File: src/rtl/elastic_pipe_chain_if.sv
// Valid/ready/data stream bundle used on both sides of the pipeline chain.
// master drives valid/data, slave answers with ready.
interface elastic_pipe_chain_if #(
    parameter int DATA_WIDTH = 32
);
    logic                  valid;
    logic                  ready;
    logic [DATA_WIDTH-1:0] data;

    modport master (output valid, output data, input ready);
    modport slave  (input valid, input data, output ready);
endinterface

File: src/rtl/elastic_pipe_chain.sv
// N-stage elastic register chain: valid/ready handshake, bubble collapse,
// freeze, partial flush of the youngest stages, occupancy and kill counters.

module epc_stage #(
    parameter int DATA_WIDTH = 32
) (
    input  logic                  clk,
    input  logic                  rst,
    input  logic                  valid_d,
    input  logic                  load,
    input  logic [DATA_WIDTH-1:0] data_in,
    output logic                  valid_q,
    output logic [DATA_WIDTH-1:0] data_q
);
    logic [DATA_WIDTH-1:0] data_d;

    always_comb begin
        data_d = data_q;
        if (load) data_d = data_in;
    end

    // Data is reset too so out_data never shows X after reset.
    always_ff @(posedge clk or posedge rst) begin
        if (rst) begin
            valid_q <= 1'b0;
            data_q  <= '0;
        end else begin
            valid_q <= valid_d;
            data_q  <= data_d;
        end
    end
endmodule

module elastic_pipe_chain #(
    parameter int DATA_WIDTH   = 32,
    parameter int STAGES       = 4,
    parameter int FLUSH_STAGES = 2,
    parameter int CNT_WIDTH    = 16,
    localparam int OCC_W       = $clog2(STAGES + 1)
) (
    input  logic                        clk,
    input  logic                        rst,
    elastic_pipe_chain_if.slave         up,
    elastic_pipe_chain_if.master        dn,
    input  logic                        freeze,
    input  logic                        flush,
    output logic [OCC_W-1:0]            occupancy,
    output logic [CNT_WIDTH-1:0]        flush_count
);
    localparam logic FLUSH_ALL = (FLUSH_STAGES == STAGES);

    logic [STAGES-1:0]                 valid_q;
    logic [STAGES-1:0]                 valid_d;
    logic [STAGES-1:0]                 adv;
    logic [STAGES-1:0]                 load;
    logic [STAGES-1:0][DATA_WIDTH-1:0] data_q;
    logic [STAGES-1:0][DATA_WIDTH-1:0] src_data;
    logic                              in_xfer;
    logic                              out_xfer;
    logic                              all_above;
    logic [OCC_W-1:0]                  occupancy_q;
    logic [OCC_W-1:0]                  occupancy_d;
    logic [OCC_W-1:0]                  killed;
    logic [CNT_WIDTH-1:0]              flush_count_q;
    logic [CNT_WIDTH-1:0]              flush_count_d;
    logic [CNT_WIDTH:0]                cnt_sum;

    // Handshake and advance. adv[i] is written in closed form: a stage moves
    // when some younger-than-output stage above it is empty or the head leaves.
    always_comb begin
        dn.valid  = valid_q[STAGES-1] & ~freeze & ~(flush & FLUSH_ALL);
        dn.data   = data_q[STAGES-1];
        out_xfer  = dn.valid & dn.ready;
        adv       = '0;
        adv[STAGES-1] = out_xfer;
        all_above = 1'b1;
        for (int i = STAGES - 2; i >= 0; i--) begin
            all_above = all_above & valid_q[i+1];
            adv[i]    = valid_q[i] & ~freeze & (~all_above | out_xfer);
        end
        up.ready = ~rst & ~freeze & ~flush & (~valid_q[0] | adv[0]);
        in_xfer  = up.valid & up.ready;
    end

    // Next-state of every stage; flush kills after the advance is applied.
    always_comb begin
        src_data    = '0;
        load        = '0;
        valid_d     = '0;
        killed      = '0;
        occupancy_d = '0;
        src_data[0] = up.data;
        load[0]     = in_xfer;
        valid_d[0]  = in_xfer | (valid_q[0] & ~adv[0]);
        for (int i = 1; i < STAGES; i++) begin
            src_data[i] = data_q[i-1];
            load[i]     = adv[i-1];
            valid_d[i]  = adv[i-1] | (valid_q[i] & ~adv[i]);
        end
        if (flush) begin
            for (int i = 0; i < FLUSH_STAGES; i++) begin
                killed     = killed + OCC_W'(valid_d[i]);
                valid_d[i] = 1'b0;
            end
        end
        for (int i = 0; i < STAGES; i++) begin
            occupancy_d = occupancy_d + OCC_W'(valid_d[i]);
        end
        cnt_sum       = {1'b0, flush_count_q} + (CNT_WIDTH+1)'(killed);
        flush_count_d = cnt_sum[CNT_WIDTH] ? {CNT_WIDTH{1'b1}} : cnt_sum[CNT_WIDTH-1:0];
    end

    for (genvar g = 0; g < STAGES; g++) begin : g_stage
        epc_stage #(.DATA_WIDTH(DATA_WIDTH)) u_stage (
            .clk     (clk),
            .rst     (rst),
            .valid_d (valid_d[g]),
            .load    (load[g]),
            .data_in (src_data[g]),
            .valid_q (valid_q[g]),
            .data_q  (data_q[g])
        );
    end

    always_ff @(posedge clk or posedge rst) begin
        if (rst) begin
            occupancy_q   <= '0;
            flush_count_q <= '0;
        end else begin
            occupancy_q   <= occupancy_d;
            flush_count_q <= flush_count_d;
        end
    end

    assign occupancy   = occupancy_q;
    assign flush_count = flush_count_q;
endmodule

File: src/flat_wrapper.sv
// flat-port wrapper written by rule: the top's interface ports become plain ports
module elastic_pipe_chain_flat 
#(
    parameter int DATA_WIDTH   = 32,
    parameter int STAGES       = 4,
    parameter int FLUSH_STAGES = 2,
    parameter int CNT_WIDTH    = 16,
    localparam int OCC_W       = $clog2(STAGES + 1)
)
  (clk, rst, freeze, flush, occupancy, flush_count, up_valid, up_data, up_ready, dn_valid, dn_data, dn_ready);
  elastic_pipe_chain_if #(.DATA_WIDTH(DATA_WIDTH)) up_i ();
  elastic_pipe_chain_if #(.DATA_WIDTH(DATA_WIDTH)) dn_i ();
  input  logic clk;
  input  logic rst;
  input  logic freeze;
  input  logic flush;
  output logic [OCC_W-1:0] occupancy;
  output logic [CNT_WIDTH-1:0] flush_count;
  input wire logic [$bits(up_i.valid)-1:0] up_valid;
  input wire logic [$bits(up_i.data)-1:0] up_data;
  output wire logic [$bits(up_i.ready)-1:0] up_ready;
  output wire logic [$bits(dn_i.valid)-1:0] dn_valid;
  output wire logic [$bits(dn_i.data)-1:0] dn_data;
  input wire logic [$bits(dn_i.ready)-1:0] dn_ready;
  assign up_i.valid = up_valid;
  assign up_i.data = up_data;
  assign up_ready = up_i.ready;
  assign dn_valid = dn_i.valid;
  assign dn_data = dn_i.data;
  assign dn_i.ready = dn_ready;
  elastic_pipe_chain #(.DATA_WIDTH(DATA_WIDTH), .STAGES(STAGES), .FLUSH_STAGES(FLUSH_STAGES), .CNT_WIDTH(CNT_WIDTH)) u_core (.clk(clk), .rst(rst), .up(up_i), .dn(dn_i), .freeze(freeze), .flush(flush), .occupancy(occupancy), .flush_count(flush_count));
endmodule
File: config.mk
export PLATFORM = sky130hd
export DESIGN_NAME = elastic_pipe_chain_flat
export DESIGN_NICKNAME = d
export VERILOG_FILES = /design/src/rtl/elastic_pipe_chain_if.sv /design/src/rtl/elastic_pipe_chain.sv /design/src/flat_wrapper.sv
export SDC_FILE = /design/constraint.sdc
export NUM_CORES = 1
export LEC_CHECK = 0
export ABC_AREA = 1
export CAP_MARGIN = 10
export CORE_MARGIN = 2
export CORE_UTILIZATION = 30
export DETAILED_ROUTE_END_ITERATION = 12
export GPL_TIMING_DRIVEN = 0
export PLACE_DENSITY_LB_ADDON = 0.25
export SETUP_SLACK_MARGIN = 0.2
export SLEW_MARGIN = 5
export SYNTH_ARGS = -nofsm -noshare
export SYNTH_HDL_FRONTEND = slang
export SYNTH_SLANG_ARGS = --single-unit
File: constraint.sdc
create_clock -name clk -period 5.45 [get_ports clk]
set_input_delay 1.09 -clock clk [delete_from_list [all_inputs] [get_ports clk]]
set_output_delay 1.09 -clock clk [all_outputs]
set_load 0.05 [all_outputs]
==> metrics.cfg, run 1 <==
[logic_synthesis]
synth-simple-area-share_pct=19.16
synthAdderAreaFrac_pct=1.581
yosys-mux-area-fraction_pct=0
async_reset_ff_share_pct=100.0
synth_compound_area_share_pct=8.057
syn_area_um2=6491
synthTopCellsByArea=dfrtp_1, nand2_1, inv_1
synthFlopType=dfrtp_1
ys_warn_count=0
synth-xor-area-share_pct=0.6746
synth_edf_count=0
syn-instance-count=706
synth_top_family_by_area=simple AND/OR/NAND/NOR gates
synth-seq-cells=151
synth_top_area_share_pct=58.21
syn_avg_cell_area_um2=9.194
synth_top_area_cell=dfrtp_1
synth_fp_nets=751
ys_types=27
seq_area_frac_synth_pct=58.21

[global_routing]
grt_use_total_pct=13.65
grt_pass1_vias=4572
grt_pass1_wl_um=24010
antenna_found_initial=0
grt_max_degree=82
gr-total-overflow=0

[worst_setup_path]
reg2regPathDepth=19
crit_top_cell=clkdlybuf4s50_1
crit_path_top_delay_cell=clkdlybuf4s50_1
r2r_setup_slack_ns=2.21
end_kind=primary output
crit_fanout=10
path_class=in -> out
r2r_end=u_core.flush_count[9]
crit_chain=clkdlybuf4s50_1, inv_2, nand3_2, nand2_1, nand2_2, buf_6, buf_4, a21oi_1, clkdlybuf4s50_1
crit_arrival_ns=3.45
worstPathRequired_ns=4.36
start_kind=primary input
reg2reg_from=u_core.g_stage[3].u_stage.valid_q
max_stage_delay_ns=0.84

[routing]
drt_iter0_drc=218
firstDrtPassIters=4
vias_per_cell=4.312
drt-total-wl_um=14580
postRouteAntennaNets=0
post-route-drc-count=0
avgRoutedWirePerCell_um=13.21
vias=4756

[clock_network]
cts_root_buf=clkbuf_16
cts_buffers=17
cts_tree=yes
ctsHtreeMaxLevel=4
hold_buffers=0
cts_setup_buffers=0
clock_path_buffers=2
clkSlewWorstSetupHoldPaths_ns=0.06
cts_resized=0
clock_latency_ns=0.42
cts.sinks=151

[sta]
skew_ns=0.006955
rsz0062_at_grt=no
worst_slew_pin_slew_ns=0.5557
finalCritPeriodShare_pct=83.36
fmax_mhz=220.1
max-slew-margin-rel_pct=62.95
finalSetupViolations=0
fin_crit_ns=4.543
holdWs_ns=0.4715
final-hold-violation-count=0
fin_ws_ns=0.9067
drv_slew=0

[power_and_ir_drop]
p_comb_share_pct=28.3
p_per_area_nw_per_um2=476.7
clockPowerShare_pct=31.9
power_frac_seq_pct=39.8
leakagePower_nw=4.128
p_sw_w=0.001345
switching_share_pct=33.60
ir_drop_v=0.0002703
cell_internal_pwr_w=0.002659

[hold_path]
whs_path_depth=2
hp-start=u_core.g_stage[0].u_stage.data_q[11]
hold_path_end=u_core.g_stage[0].u_stage.data_q[11]
hold_path.class=reg -> reg

[die]
coreArea_um2=21150
fp.dieH_um=151.1
die_w_um=151.1
die-area_um2=22830
io_pins=91
row_count=53
initial_core_util_pct=30.69

[place]
place_ws_ns=0.8578
portBuffers=89
detailed_place_hpwl_um=10200
numPlacedInstances=1071
place_congestion=0.7879

[finish]
n_antenna_cell=0
finalNonFillerCells=1103
area_delta_synth_final_pct=29.41
drive_gt1_share_pct=12.92
fin_nets=860

[flow_run]
drv_cap=0

[outcome]
outcome=completed

## how the worst max path moves through the flow
stage,from,endpoint,slack [ns],depth (start not counted)
floorplan,rst,u_core.flush_count[0],0.30,1
CTS,freeze,up_ready,0.88,9
global route,freeze,up_ready,0.84,9
detailed placement,freeze,u_core.flush_count[10],0.86,20
global placement,rst,u_core.g_stage[3].u_stage.data_q[21],-2.00,2
finish,freeze,up_ready,0.91,9
## power groups by stage
| stage | Sequential, W | Clock, W | Combinational (W) |
|---|---|---|---|
| after floorplan | 0.00166 | 0 | 0.000745 |
| after global placement | 0.00161 | 0 | 0.00113 |
| after detailed placement | 0.00161 | 0 | 0.00115 |
| after CTS | 0.00160 | 0.00131 | 0.00116 |
| after global routing | 0.00164 | 0.00135 | 0.00126 |
| final | 0.00159 | 0.00128 | 0.00113 |
## kinds of logic (layout without fill, tap and decap cells)
| kind of cell | after synthesis | count (layout) |
|---|---|---|
| flops | 151 | 151 |
| xor+xnor | 5 | 5 |
| simple gates | 282 | 282 |
| compound gates | 103 | 103 |
| buf+inv | 158 | 280 |
| fa+ha+maj | 7 | 7 |
## flip-flops by register name, summed over array words and instances (netlist names)
signal and count:
u_core.g_stage.u_stage.data_q 128, u_core.occupancy 3, u_core.g_stage.u_stage.valid_q 4, u_core.flush_count 16
## Yosys cell counts (all sizes together), types with 2 or more instances
library cell / number
nand2: 176
buf: 60
ha: 5
fa: 2
inv: 91
clkbuf: 7
nand3: 18
nand4: 36
xor2: 4
nor3: 6
nor2: 45
dfrtp: 151
a21oi: 34
o21ai: 68
## metrics by stage
step / TNS (ns) / area (µm²) / power, W / utilization, %
finish: 0 / 8401 / 0.004004 / 39.71
floorplan: 0 / 6491 / 0.002410 / -
global placement: -300.98 / 7726 / 0.002743 / 36.52
global route: 0 / 8401 / 0.004247 / 39.71
CTS: 0 / 8401 / 0.004058 / 39.71
detailed placement: 0 / 7761 / 0.002764 / 36.69
## placed cells by master, fill, tap and decap left out, drive strengths merged
master / Yosys / layout
a21oi: 34 / 34
xor2: 4 / 4
bufinv: 0 / 4
nand4: 36 / 36
o211ai: 1 / 1
nand2: 176 / 176
dfrtp: 151 / 151
inv: 91 / 97
clkinvlp: 0 / 1
clkbuf: 7 / 24
fa: 2 / 2
nand3: 18 / 18
clkdlybuf4s50: 0 / 89
nor2: 45 / 45
buf: 60 / 61
nor3: 6 / 6
clkinv: 0 / 4
or2: 1 / 1
o21ai: 68 / 68
xnor2: 1 / 1
ha: 5 / 5
## final cells by class
type	instances	area (µm²)
fill	2131	12750
clock buffer	17	425.4
tap	275	344.1
clock inverter	15	214.0
timing repair buffer	90	918.4
sequential	151	3779
multi-input combinational	397	1913
buffer	67	457.9
inverter	91	349.1
## per-layer routing
layer,wire length [µm],up-vias,GRT usage [%]
met5,0,-,0
met4,230,0,4.953
met3,536,17,3.193
met2,6889,70,22.07
met1,6919,2244,17.93
li1,-,2425,-
## worst max-delay path: cells and delay by family
kind                   cells  cell delay (ns)
AND/OR/NAND/NOR            3             0.28
AO/OA/AOI/OAI              1             0.21
buffers and inverters      5             1.86
(Power assumes the default switching activity.)
==> run 2, diff against run 1 <==
- clock period: 5.45 -> 4.4 ns (I/O delays scaled with it)
==> metrics.cfg, run 2 (synthesis results as in run 1) <==
[sta]
drv_slew=0  ; unchanged
max-slew-margin-rel_pct=61.30  ; -1.6 points
fin_crit_ns=3.851
worst_slew_pin_slew_ns=0.5804  ; +0.02473 ns
finalCritPeriodShare_pct=87.52
final-hold-violation-count=0  ; unchanged
holdWs_ns=0.4695  ; -0.002014 ns
setup_tns_ns=0  ; unchanged
skew_ns=0.007792  ; +0.0008364 ns
rsz0062_at_grt=no
fmax_mhz=259.7
finalSetupViolations=0  ; unchanged

[die]
fp.dieH_um=151.1  ; unchanged
io_pins=91  ; unchanged
die-area_um2=22830  ; unchanged
row_count=53  ; unchanged
coreArea_um2=21150  ; unchanged
initial_core_util_pct=30.69  ; unchanged
die_w_um=151.1  ; unchanged

[routing]
vias=4742  ; -0.29%
drt_iter0_drc=213  ; -2.3%
postRouteAntennaNets=0  ; unchanged
drt-total-wl_um=14560  ; -0.12%
post-route-drc-count=0  ; unchanged
vias_per_cell=4.288  ; -0.56%
firstDrtPassIters=4  ; unchanged
avgRoutedWirePerCell_um=13.16  ; -0.39%

[flow_run]
drv_cap=0  ; unchanged

[global_routing]
gr-total-overflow=0  ; unchanged
grt_max_degree=38  ; -54%
grt_pass1_wl_um=24180  ; +0.72%
grt_pass1_vias=4622  ; +1.1%
antenna_found_initial=0  ; unchanged
grt_use_total_pct=13.91  ; +0.26 points

[finish]
largest_register=u_core.g_stage.u_stage.data_q
largest_reg_flops=128  ; unchanged
layout_commonest_cell=nand2_1
area_delta_synth_final_pct=29.20
fin_nets=863  ; +0.35%
drive_gt1_share_pct=13.24  ; +0.31 points
n_antenna_cell=0  ; unchanged
mostFrequentLayoutCells=nand2_1, dfrtp_1, inv_1, clkdlybuf4s50_1, o21ai_0
fillCellCount=2149  ; +0.84%

[worst_setup_path]
worstPathRequired_ns=4.76  ; +0.40 ns
path_class=in -> reg
reg2reg_from=u_core.g_stage[3].u_stage.valid_q
crit_path_end=u_core.flush_count[9]
startpoint=freeze
start_kind=primary input
crit_fanout=10  ; unchanged
r2r_end=u_core.flush_count[9]
r2r_setup_slack_ns=1.18  ; -1.03 ns
end_kind=register
reg2regPathDepth=19  ; unchanged
crit_arrival_ns=4.21  ; +0.76 ns

[place]
place_congestion=0.7887  ; +0.10%
detailed_place_hpwl_um=10470  ; +2.7%
portBuffers=89  ; unchanged

[clock_network]
clock_path_buffers=2  ; unchanged
cts_setup_buffers=0  ; unchanged
cts_root_buf=clkbuf_16
cts_resized=0  ; unchanged
cts_tree=yes
cts.sinks=151  ; unchanged
cts_buffers=17  ; unchanged
ctsHtreeMaxLevel=4  ; unchanged
hold_buffers=0  ; unchanged
clock_latency_ns=0.42  ; about the same
clkSlewWorstSetupHoldPaths_ns=0.06  ; about the same

[power_and_ir_drop]
finalPower_w=0.004788  ; +20%
p_per_area_nw_per_um2=570.8  ; +20%
leakagePower_nw=4.137  ; +0.24%
ir_drop_v=0.0003279  ; +21%

[outcome]
outcome=completed

[hold_path]
hold_path.class=reg -> reg

## run 2: changes by cell type in the layout (fill, tap and decap cells not counted), moves of 2 or more
cell,previous run,this run
buf_12,0,4
bufinv_16,4,1
clkbuf_8,0,2
clkinv_2,1,4
inv_6,5,2
## run 2: cell type report
type                            count  area, µm²  share of cell area [%]
Clock inverter                     13      121.4                   1.447
Inverter                           91      345.3                   4.118
Sequential cell                   151       3779                   45.05
Timing Repair Buffer               93      973.4                   11.61
Tap cell                          275      344.1                   4.103
Buffer                             67      457.9                   5.460
Multi-Input combinational cell    397       1913                   22.81
Clock buffer                       19      452.9                   5.401
## run 2: worst min path at each step
stage,end,slack [ns],cells past startpoint,startpoint
final,u_core.g_stage[0].u_stage.data_q[0],0.47,2,u_core.g_stage[0].u_stage.data_q[0]
after global placement,u_core.g_stage[0].u_stage.data_q[8],0.46,2,u_core.g_stage[0].u_stage.data_q[8]
after detailed placement,u_core.g_stage[0].u_stage.data_q[27],0.46,2,u_core.g_stage[0].u_stage.data_q[27]
after CTS,u_core.g_stage[0].u_stage.data_q[6],0.47,2,u_core.g_stage[0].u_stage.data_q[6]
after global routing,u_core.g_stage[0].u_stage.data_q[23],0.48,2,u_core.g_stage[0].u_stage.data_q[23]
after floorplan,u_core.g_stage[0].u_stage.data_q[0],0.44,2,u_core.g_stage[0].u_stage.data_q[0]
## run 2: report_power, final
part	switching [W]	leakage (nW)	total, W	internal, W
Sequential	0.000197	1.90	0.00198	0.00178
Clock	0.000593	0.285	0.00141	0.000814
Combinational	0.000850	1.95	0.00140	0.000552
Total	0.00164	4.14	0.00479	0.00315
## run 2: layer usage
metal / wire [µm] / vias up / global-route usage, %
met5: 0 / - / 0
met1: 6566 / 2203 / 17.59
met3: 539 / 19 / 3.012
met4: 236 / 0 / 5.187
met2: 7216 / 76 / 23.41
li1: - / 2444 / -
## run 2: worst max-delay path, stage by stage
cell and delay [ns]:
clkdlybuf4s50_1 0.60, inv_2 0.10, nand3_2 0.08, nand2_1 0.06, nand2_2 0.14, buf_6 0.17, buf_4 0.18, nand2_1 0.08
ha_1 0.27, nand2_1 0.06, inv_1 0.08, ha_1 0.16, inv_1 0.05, fa_1 0.39, inv_1 0.09, nand2_1 0.10
nor3_4 0.23, nand3_2 0.20, buf_6 0.20, nand3_1 0.07
## run 2: per-stage QoR
stage / area, µm² / cells / util, % / setup WS [ns]
after floorplan: 6495 / 706 / - / 1.142
after global placement: 7730 / 1070 / 36.54 / 0.02940
after detailed placement: 7810 / 1074 / 36.92 / 0.008069
after CTS: 8384 / 1106 / 39.63 / 0.2622
after global routing: 8387 / 1106 / 39.65 / 0.2553
final: 8387 / 1106 / 39.65 / 0.5492
